--- src/rtl/doodle_pkg.sv ---
// rtl/doodle_pkg.sv - shared types and constants for the platform scheduler
// Contents:
//   plat_entry_t   one platform table entry (x, y, valid, dir)
//   sched_state_t  scheduler FSM states
//   PLAT_W_*       platform widths per difficulty level
//   plat_width()   difficulty -> platform width
package doodle_pkg;

  typedef struct packed {
    logic [8:0] x;
    logic [8:0] y;
    logic       valid;
    logic       dir;    // 0 = moving right, 1 = moving left
  } plat_entry_t;

  typedef enum logic [1:0] {
    ST_IDLE   = 2'd0,
    ST_INIT   = 2'd1,
    ST_UPDATE = 2'd2,
    ST_DONE   = 2'd3
  } sched_state_t;

  localparam logic [8:0] PLAT_W_EASY = 9'd64;
  localparam logic [8:0] PLAT_W_MED  = 9'd48;
  localparam logic [8:0] PLAT_W_HARD = 9'd32;

  localparam int SCREEN_H_DEFAULT = 480;

  function automatic logic [8:0] plat_width(input logic [1:0] diff);
    case (diff)
      2'd0:    plat_width = PLAT_W_EASY;
      2'd1:    plat_width = PLAT_W_MED;
      default: plat_width = PLAT_W_HARD;
    endcase
  endfunction

endpackage

--- src/rtl/plat_scheduler_if.sv ---
// rtl/plat_scheduler_if.sv - indexed read port into the platform table
// Signals:
//   rd_idx    entry index driven by the reader (color_mapper)
//   rd_x      X of the addressed entry, one cycle later
//   rd_y      Y of the addressed entry, one cycle later
//   rd_valid  entry valid flag, 0 for indices past the table
// Modports: master = reader side, slave = table owner side.
interface plat_scheduler_if;
  logic [3:0] rd_idx;
  logic [8:0] rd_x;
  logic [8:0] rd_y;
  logic       rd_valid;

  modport master (output rd_idx, input rd_x, input rd_y, input rd_valid);
  modport slave  (input rd_idx, output rd_x, output rd_y, output rd_valid);
endinterface

--- src/rtl/plat_lfsr.sv ---
// rtl/plat_lfsr.sv - 16-bit Galois LFSR (taps 0xB400) for platform X generation
// Ports:
//   Clk      system clock
//   Reset_n  asynchronous active-low reset (q <= SEED)
//   load     reload SEED (wins over step)
//   step     advance one position
//   q        current state, never zero for a nonzero SEED
module plat_lfsr #(
  parameter logic [15:0] SEED = 16'hACE1
) (
  input  logic        Clk,
  input  logic        Reset_n,
  input  logic        load,
  input  logic        step,
  output logic [15:0] q
);

  always_ff @(posedge Clk or negedge Reset_n) begin
    if (!Reset_n) begin
      q <= SEED;
    end else if (load) begin
      q <= SEED;
    end else if (step) begin
      q <= q[0] ? ((q >> 1) ^ 16'hB400) : (q >> 1);
    end
  end

endmodule

--- src/rtl/plat_scheduler.sv ---
// rtl/plat_scheduler.sv - platform table owner, per-frame scroll/recycle sequencer, score
// Ports:
//   Clk, Reset_n   system clock, asynchronous active-low reset
//   frame_clk      VGA vsync, asynchronous; rising edge starts a frame update
//   start          single-cycle new-game pulse (re-initialises the table)
//   scroll_dy      pixels to scroll, sampled at the frame edge
//   rd             indexed read port (slave side), one-cycle latency
//   busy           FSM not idle
//   frame_done     one-cycle pulse at the end of a frame update
//   overrun        sticky: frame edge seen while busy; cleared by start
//   score          accumulated scroll, saturating at 4095
//   difficulty     0/1/2 from score thresholds
//   plat_size_x    platform width for the current difficulty
// Build option: define PLAT_MOVING_EN to make odd entries drift horizontally.
module plat_scheduler
  import doodle_pkg::*;
#(
  parameter int          NUM_PLAT  = 15,
  parameter int          SCREEN_H  = SCREEN_H_DEFAULT,
  parameter int          GAP       = 32,
  parameter int          X_MIN     = 64,
  parameter logic [15:0] SEED      = 16'hACE1,
  parameter int          SCORE_TH1 = 1000,
  parameter int          SCORE_TH2 = 3000
) (
  input  logic             Clk,
  input  logic             Reset_n,
  input  logic             frame_clk,
  input  logic             start,
  input  logic [7:0]       scroll_dy,
  plat_scheduler_if.slave  rd,
  output logic             busy,
  output logic             frame_done,
  output logic             overrun,
  output logic [11:0]      score,
  output logic [1:0]       difficulty,
  output logic [8:0]       plat_size_x
);

  localparam logic [8:0] X_LO = 9'(X_MIN);
  localparam logic [8:0] X_HI = 9'(X_MIN + 255);

  sched_state_t state;
  logic [3:0]   idx;
  logic [7:0]   dy;
  logic [2:0]   fsync;
  logic         frame_tick;
  logic         last;

  plat_entry_t  plat_tbl [NUM_PLAT];
  plat_entry_t  cur;
  plat_entry_t  wr_entry;
  logic         wr_en;

  logic [15:0]  lfsr_q;
  logic         lfsr_step;
  logic [8:0]   new_x;
  logic [9:0]   s;
  logic [12:0]  score_sum;
  logic [11:0]  score_new;

  function automatic logic [1:0] diff_of(input logic [11:0] sc);
    if (sc < 12'(SCORE_TH1))      diff_of = 2'd0;
    else if (sc < 12'(SCORE_TH2)) diff_of = 2'd1;
    else                          diff_of = 2'd2;
  endfunction

  plat_lfsr #(.SEED(SEED)) u_lfsr (
    .Clk     (Clk),
    .Reset_n (Reset_n),
    .load    (start),
    .step    (lfsr_step),
    .q       (lfsr_q)
  );

  // fsync[1:0] is the synchroniser, fsync[2] the previous synchronised value
  always_ff @(posedge Clk or negedge Reset_n) begin
    if (!Reset_n) fsync <= 3'b000;
    else          fsync <= {fsync[1:0], frame_clk};
  end
  assign frame_tick = fsync[1] & ~fsync[2];

  assign busy       = (state != ST_IDLE);
  assign frame_done = (state == ST_DONE);
  assign last       = (idx == 4'(NUM_PLAT - 1));
  assign cur        = plat_tbl[idx];
  assign new_x      = X_LO + {1'b0, lfsr_q[7:0]};
  assign s          = {1'b0, cur.y} + {2'b00, dy};
  assign score_sum  = {1'b0, score} + {5'd0, dy};
  assign score_new  = score_sum[12] ? 12'hFFF : score_sum[11:0];

  // Next value of the entry at idx; start suppresses every table write
  always_comb begin
    wr_en     = 1'b0;
    wr_entry  = cur;
    lfsr_step = 1'b0;
    if (!start) begin
      case (state)
        ST_INIT: begin
          wr_en          = 1'b1;
          wr_entry.x     = new_x;
          wr_entry.y     = 9'((NUM_PLAT - 1 - int'(idx)) * GAP);
          wr_entry.valid = 1'b1;
          wr_entry.dir   = 1'b0;
          lfsr_step      = 1'b1;
        end
        ST_UPDATE: begin
          if (cur.valid) begin
            wr_en = 1'b1;
`ifdef PLAT_MOVING_EN
            // Bounce at the edges: flip direction and step back inward
            if (idx[0]) begin
              if (!cur.dir) begin
                if (cur.x == X_HI) begin
                  wr_entry.dir = 1'b1;
                  wr_entry.x   = cur.x - 9'd1;
                end else begin
                  wr_entry.x   = cur.x + 9'd1;
                end
              end else begin
                if (cur.x == X_LO) begin
                  wr_entry.dir = 1'b0;
                  wr_entry.x   = cur.x + 9'd1;
                end else begin
                  wr_entry.x   = cur.x - 9'd1;
                end
              end
            end
`endif
            if (s < 10'(SCREEN_H)) begin
              wr_entry.y = s[8:0];
            end else begin
              wr_entry.y   = 9'(s - 10'(SCREEN_H));
              wr_entry.x   = new_x;
              wr_entry.dir = 1'b0;
              lfsr_step    = 1'b1;
            end
          end
        end
        default: ;
      endcase
    end
  end

  always_ff @(posedge Clk or negedge Reset_n) begin
    if (!Reset_n) begin
      for (int i = 0; i < NUM_PLAT; i++) plat_tbl[i] <= '0;
    end else if (wr_en) begin
      plat_tbl[idx] <= wr_entry;
    end
  end

  always_ff @(posedge Clk or negedge Reset_n) begin
    if (!Reset_n) begin
      state       <= ST_IDLE;
      idx         <= 4'd0;
      dy          <= 8'd0;
      score       <= 12'd0;
      difficulty  <= 2'd0;
      plat_size_x <= PLAT_W_EASY;
      overrun     <= 1'b0;
    end else if (start) begin
      state       <= ST_INIT;
      idx         <= 4'd0;
      score       <= 12'd0;
      difficulty  <= 2'd0;
      plat_size_x <= PLAT_W_EASY;
      overrun     <= 1'b0;
    end else begin
      case (state)
        ST_IDLE: begin
          if (frame_tick) begin
            dy <= scroll_dy;
            if (scroll_dy != 8'd0) begin
              state <= ST_UPDATE;
              idx   <= 4'd0;
            end
          end
        end
        ST_INIT: begin
          if (last) begin
            state <= ST_IDLE;
            idx   <= 4'd0;
          end else begin
            idx <= idx + 4'd1;
          end
        end
        ST_UPDATE: begin
          if (last) begin
            state <= ST_DONE;
            idx   <= 4'd0;
          end else begin
            idx <= idx + 4'd1;
          end
        end
        ST_DONE: begin
          score       <= score_new;
          difficulty  <= diff_of(score_new);
          plat_size_x <= plat_width(diff_of(score_new));
          state       <= ST_IDLE;
        end
        default: state <= ST_IDLE;
      endcase
      if (frame_tick && (state != ST_IDLE)) overrun <= 1'b1;
    end
  end

  // Registered read; a same-cycle update is not visible until the next read
  always_ff @(posedge Clk or negedge Reset_n) begin
    if (!Reset_n) begin
      rd.rd_x     <= 9'd0;
      rd.rd_y     <= 9'd0;
      rd.rd_valid <= 1'b0;
    end else if (rd.rd_idx < 4'(NUM_PLAT)) begin
      rd.rd_x     <= plat_tbl[rd.rd_idx].x;
      rd.rd_y     <= plat_tbl[rd.rd_idx].y;
      rd.rd_valid <= plat_tbl[rd.rd_idx].valid;
    end else begin
      rd.rd_x     <= 9'd0;
      rd.rd_y     <= 9'd0;
      rd.rd_valid <= 1'b0;
    end
  end

endmodule

--- src/flat_wrapper.sv ---
// flat-port wrapper written by rule: the top's interface ports become plain ports
module plat_scheduler_flat import doodle_pkg::*;
#(
  parameter int          NUM_PLAT  = 15,
  parameter int          SCREEN_H  = SCREEN_H_DEFAULT,
  parameter int          GAP       = 32,
  parameter int          X_MIN     = 64,
  parameter logic [15:0] SEED      = 16'hACE1,
  parameter int          SCORE_TH1 = 1000,
  parameter int          SCORE_TH2 = 3000
)
  (Clk, Reset_n, frame_clk, start, scroll_dy, busy, frame_done, overrun, score, difficulty, plat_size_x, rd_rd_idx, rd_rd_x, rd_rd_y, rd_rd_valid);
  plat_scheduler_if rd_i ();
  input  logic Clk;
  input  logic Reset_n;
  input  logic frame_clk;
  input  logic start;
  input  logic [7:0] scroll_dy;
  output logic busy;
  output logic frame_done;
  output logic overrun;
  output logic [11:0] score;
  output logic [1:0] difficulty;
  output logic [8:0] plat_size_x;
  input wire logic [$bits(rd_i.rd_idx)-1:0] rd_rd_idx;
  output wire logic [$bits(rd_i.rd_x)-1:0] rd_rd_x;
  output wire logic [$bits(rd_i.rd_y)-1:0] rd_rd_y;
  output wire logic [$bits(rd_i.rd_valid)-1:0] rd_rd_valid;
  assign rd_i.rd_idx = rd_rd_idx;
  assign rd_rd_x = rd_i.rd_x;
  assign rd_rd_y = rd_i.rd_y;
  assign rd_rd_valid = rd_i.rd_valid;
  plat_scheduler #(.NUM_PLAT(NUM_PLAT), .SCREEN_H(SCREEN_H), .GAP(GAP), .X_MIN(X_MIN), .SEED(SEED), .SCORE_TH1(SCORE_TH1), .SCORE_TH2(SCORE_TH2)) u_core (.Clk(Clk), .Reset_n(Reset_n), .frame_clk(frame_clk), .start(start), .scroll_dy(scroll_dy), .rd(rd_i), .busy(busy), .frame_done(frame_done), .overrun(overrun), .score(score), .difficulty(difficulty), .plat_size_x(plat_size_x));
endmodule
--- config.mk ---
export PLATFORM = sky130hd
export DESIGN_NAME = plat_scheduler_flat
export DESIGN_NICKNAME = d
export VERILOG_FILES = /design/src/rtl/doodle_pkg.sv /design/src/rtl/plat_scheduler_if.sv /design/src/rtl/plat_lfsr.sv /design/src/rtl/plat_scheduler.sv /design/src/flat_wrapper.sv
export SDC_FILE = /design/constraint.sdc
export NUM_CORES = 1
export LEC_CHECK = 0
export ABC_CLOCK_PERIOD_IN_PS = 5930
export BUFFER_PORTS_ARGS = -buffer_cell sky130_fd_sc_hd__buf_2
export CORE_ASPECT_RATIO = 0.8
export CORE_MARGIN = 4
export CORE_UTILIZATION = 30
export DETAILED_ROUTE_END_ITERATION = 10
export GPL_ROUTABILITY_DRIVEN = 1
export PLACE_DENSITY = 0.44
export SYNTH_ARGS = -nofsm -noshare
export SYNTH_HDL_FRONTEND = slang
export SYNTH_SLANG_ARGS = --single-unit
--- constraint.sdc ---
create_clock -name Clk -period 5.93 [get_ports Clk]
set_input_delay 0.8895 -clock Clk [delete_from_list [all_inputs] [get_ports Clk]]
set_output_delay 0.8895 -clock Clk [all_outputs]
set_load 0.05 [all_outputs]
==> results.md <==
- Worst hold path type: in2async
- Least-Margin Pin Slew: approximately 1300 ps
- Tmin final: 5160 ps
- RSZ-0062 raised after global routing: no
- Core area: about 0.063 mm^2
- Antenna Nets Post-Route: 0
- Die X: 291 um
- Synthesized instance count: approximately 1.7k
- Ys flop type: dfrtp_1
- WL/cell: 23.5 um
- Leakage power total: 9.01 nW
- CTS resizes: 0
- Grt ovf: 0
- Total power: approximately 8.9 mW
- PwrDens: just over 400 mW/mm^2
- R2r setup slk: around 770 ps
- Post-Layout Cell Count: approximately 2.6k
- Max VDD drop: between 0.15 and 0.2 mV
- Relative slew slack: approximately 11%
- Final Cycle Share: 87.0%
- Mapped Area: between 0.015 and 0.02 mm^2
- Worst r2r src: u_core.idx[1]
- DR pass1 iterations: 5
- Largest net degree at the start of global routing: 137
- Endpoints failing setup: 0
- Crit. End Element: flip-flop
- Syn Area/Cell: about 11 um^2
- Max cap viols: 0
- Max Fclk: 194 MHz
- Crit-path max FO: 30
- Layout cells sized above 1: between 20% and 30%
- Nets: about 1.8k
- Post-route cell area: between 0.02 and 0.025 mm^2
- Worst Reg2Reg Path Length in Cells: 15
- IO Pins: between 60 and 70
- Crit path DAT: roughly 5600 ps
- Global Route Usage Sum: 18.0%
- Maximum clock path buffer count: 3
- Worst-Skew Late Latency: between 500 and 600 ps
- Post-CTS setup buffers: 0
- Distinct cell type count after synthesis: 71
- Most frequent cells in the layout: dfrtp_1, nand2_1, o21ai_0
- Rows: 82
- Final worst slack: just under 800 ps
- CTS root buffer: clkbuf_16
- Total CTS buffers: between 40 and 50
- N_diodes: 0
- Worst hold slack: around 350 ps
- Die Span Y: 234 um
- Worst setup SP type: flip-flop
- EDFF count, synth: 0
- YS warnings: 0
- CTS tree: built
- H-Tree Depth: 2
- Clock sink count: between 300 and 400
- Final wirelength: 60700 um
- Initial Utilization: 30.5%
- Post-route DRC: 0
- Vias: 13.6k
- Place WS: approximately 780 ps
- Post-CTS Hold Buffers: 0
- Post-DP HPWL: roughly 38000 um
- Syn-to-layout area delta: 12.6%
- Placed inst area: 0.0201 mm^2
- Crit Path Category: reg2reg
- Status: finished clean
- Number of port buffers: 54
- Async set or reset register ratio after synthesis: between 90% and 100%
- Skew final: between 30 and 40 ps
- Vias in the first global route: about 14k
- Final Hold Viols: 0
- First-pass GRT wire length: around 93000 um
- Gpl congestion: around 0.8
- Critical R2R Capture: u_core.plat_tbl[294]
- Most common cell after layout, fill and taps aside: dfrtp_1
- Vias/cell: approximately 5.3
- Synthesized flop and latch total: 354
- Die area: 0.0680 mm^2
- Initial antenna violation count: 1
- Total Negative Setup Slacks: 0 ps
- Clock-pin slew on the worst setup and hold paths: roughly 60 ps
- Inst Count DP: between 2k and 3k
- Req. time, crit path: between 6000 and 7000 ps
- Sequential area share after synthesis: a little under half
- Final core occ: 34.3%
- Max-slew violations: 0
- DR iter-0 viols: roughly 1.0k
[synthesized netlist by cell type (14+ instances only)]
cell	number	area [um^2]
a21oi_1	31	155
dfrtp_1	345	8630
o211ai_1	14	105
buf_1	14	52.6
nor3_1	24	120
buf_2	44	220
mux4_2	135	3040
ha_1	26	325
nor2_1	65	244
buf_4	36	270
o21ai_0	242	1210
nand3_1	24	120
inv_1	18	67.6
mux2i_1	61	611
nand2b_1	18	113
o21ai_1	28	140
clkbuf_1	44	165
nand2_1	282	1060
mux2_2	51	574
[cell type report]
| type | count | area [um^2] |
|---|---|---|
| clock buffer | 59 | 1220 |
| tap | 840 | 1050 |
| timing repair buffer | 111 | 738 |
| clock inverter | 14 | 204 |
| inverter | 18 | 67.6 |
| multi-input combinational | 1185 | 9410 |
| sequential | 354 | 8880 |
| fill | 6266 | 41300 |
[critical path, cell delays in order, from the launching register on]
cell	delay, ps
dfrtp_4	790
buf_4	410
mux4_2	360
mux4_2	520
ha_1	240
inv_1	70
fa_1	200
nor2b_1	70
o31a_1	270
o31a_1	290
nor3_4	290
a41oi_2	210
or2_1	550
a311oi_2	360
buf_4	240
o21ai_0	110
[registers in the layout, indices dropped and copies added (netlist names)]
name / count
u_core.difficulty: 2
u_core.dy: 8
u_core.fsync: 3
u_core.idx: 4
u_core.overrun: 1
u_core.plat_size_x: 2
u_core.plat_tbl: 285
u_core.rd.rd_valid: 1
u_core.rd.rd_x: 9
u_core.rd.rd_y: 9
u_core.score: 12
u_core.state: 2
u_core.u_lfsr.q: 16
[worst max path at each step]
stage / end / depth (start not counted) / from / slack (ps)
4_1_cts: u_core.plat_tbl[294] / 15 / u_core.idx[1] / 750
2_1_floorplan: u_core.plat_tbl[78] / 17 / u_core.idx[1] / 1370
3_3_place_gp: u_core.plat_tbl[115] / 12 / u_core.idx[0] / 890
6_report: u_core.plat_tbl[294] / 15 / u_core.idx[1] / 770
5_1_grt: u_core.plat_tbl[55] / 15 / u_core.idx[1] / 490
3_5_place_dp: u_core.plat_tbl[277] / 15 / u_core.idx[1] / 780
[kinds of logic (layout without fill, tap and decap cells)]
family                     after synthesis  after routing  synth area share (%)
other                                    1              6                0.0196
adders and majority gates               28             28                  1.91
buffers and inverters                  168            202                  4.72
DFF                                    354            354                  46.3
xor gates and xnor gates                13             13                 0.594
AOI/OAI and AO/OA                      414            414                  13.0
muxes                                  251            251                  22.4
and+or+nand+nor                        473            473                  11.1
[power by group]
part           total [mW]  switching, mW  internal [mW]
Clock                2.71           1.06           1.64
Combinational        3.17           2.00           1.16
Sequential           3.03          0.330           2.70
[routing by layer]
| layer | track usage, % | part of all wire [%] | vias to the layer above |
|---|---|---|---|
| met4 | 4.39 | 2.0 | 0 |
| li1 | - | - | 6220 |
| met2 | 29.1 | 46 | 297 |
| met5 | 0 | 0 | - |
| met1 | 25.7 | 48 | 7029 |
| met3 | 2.42 | 3.8 | 78 |
Note: power is estimated with default switching activity, not from simulation.
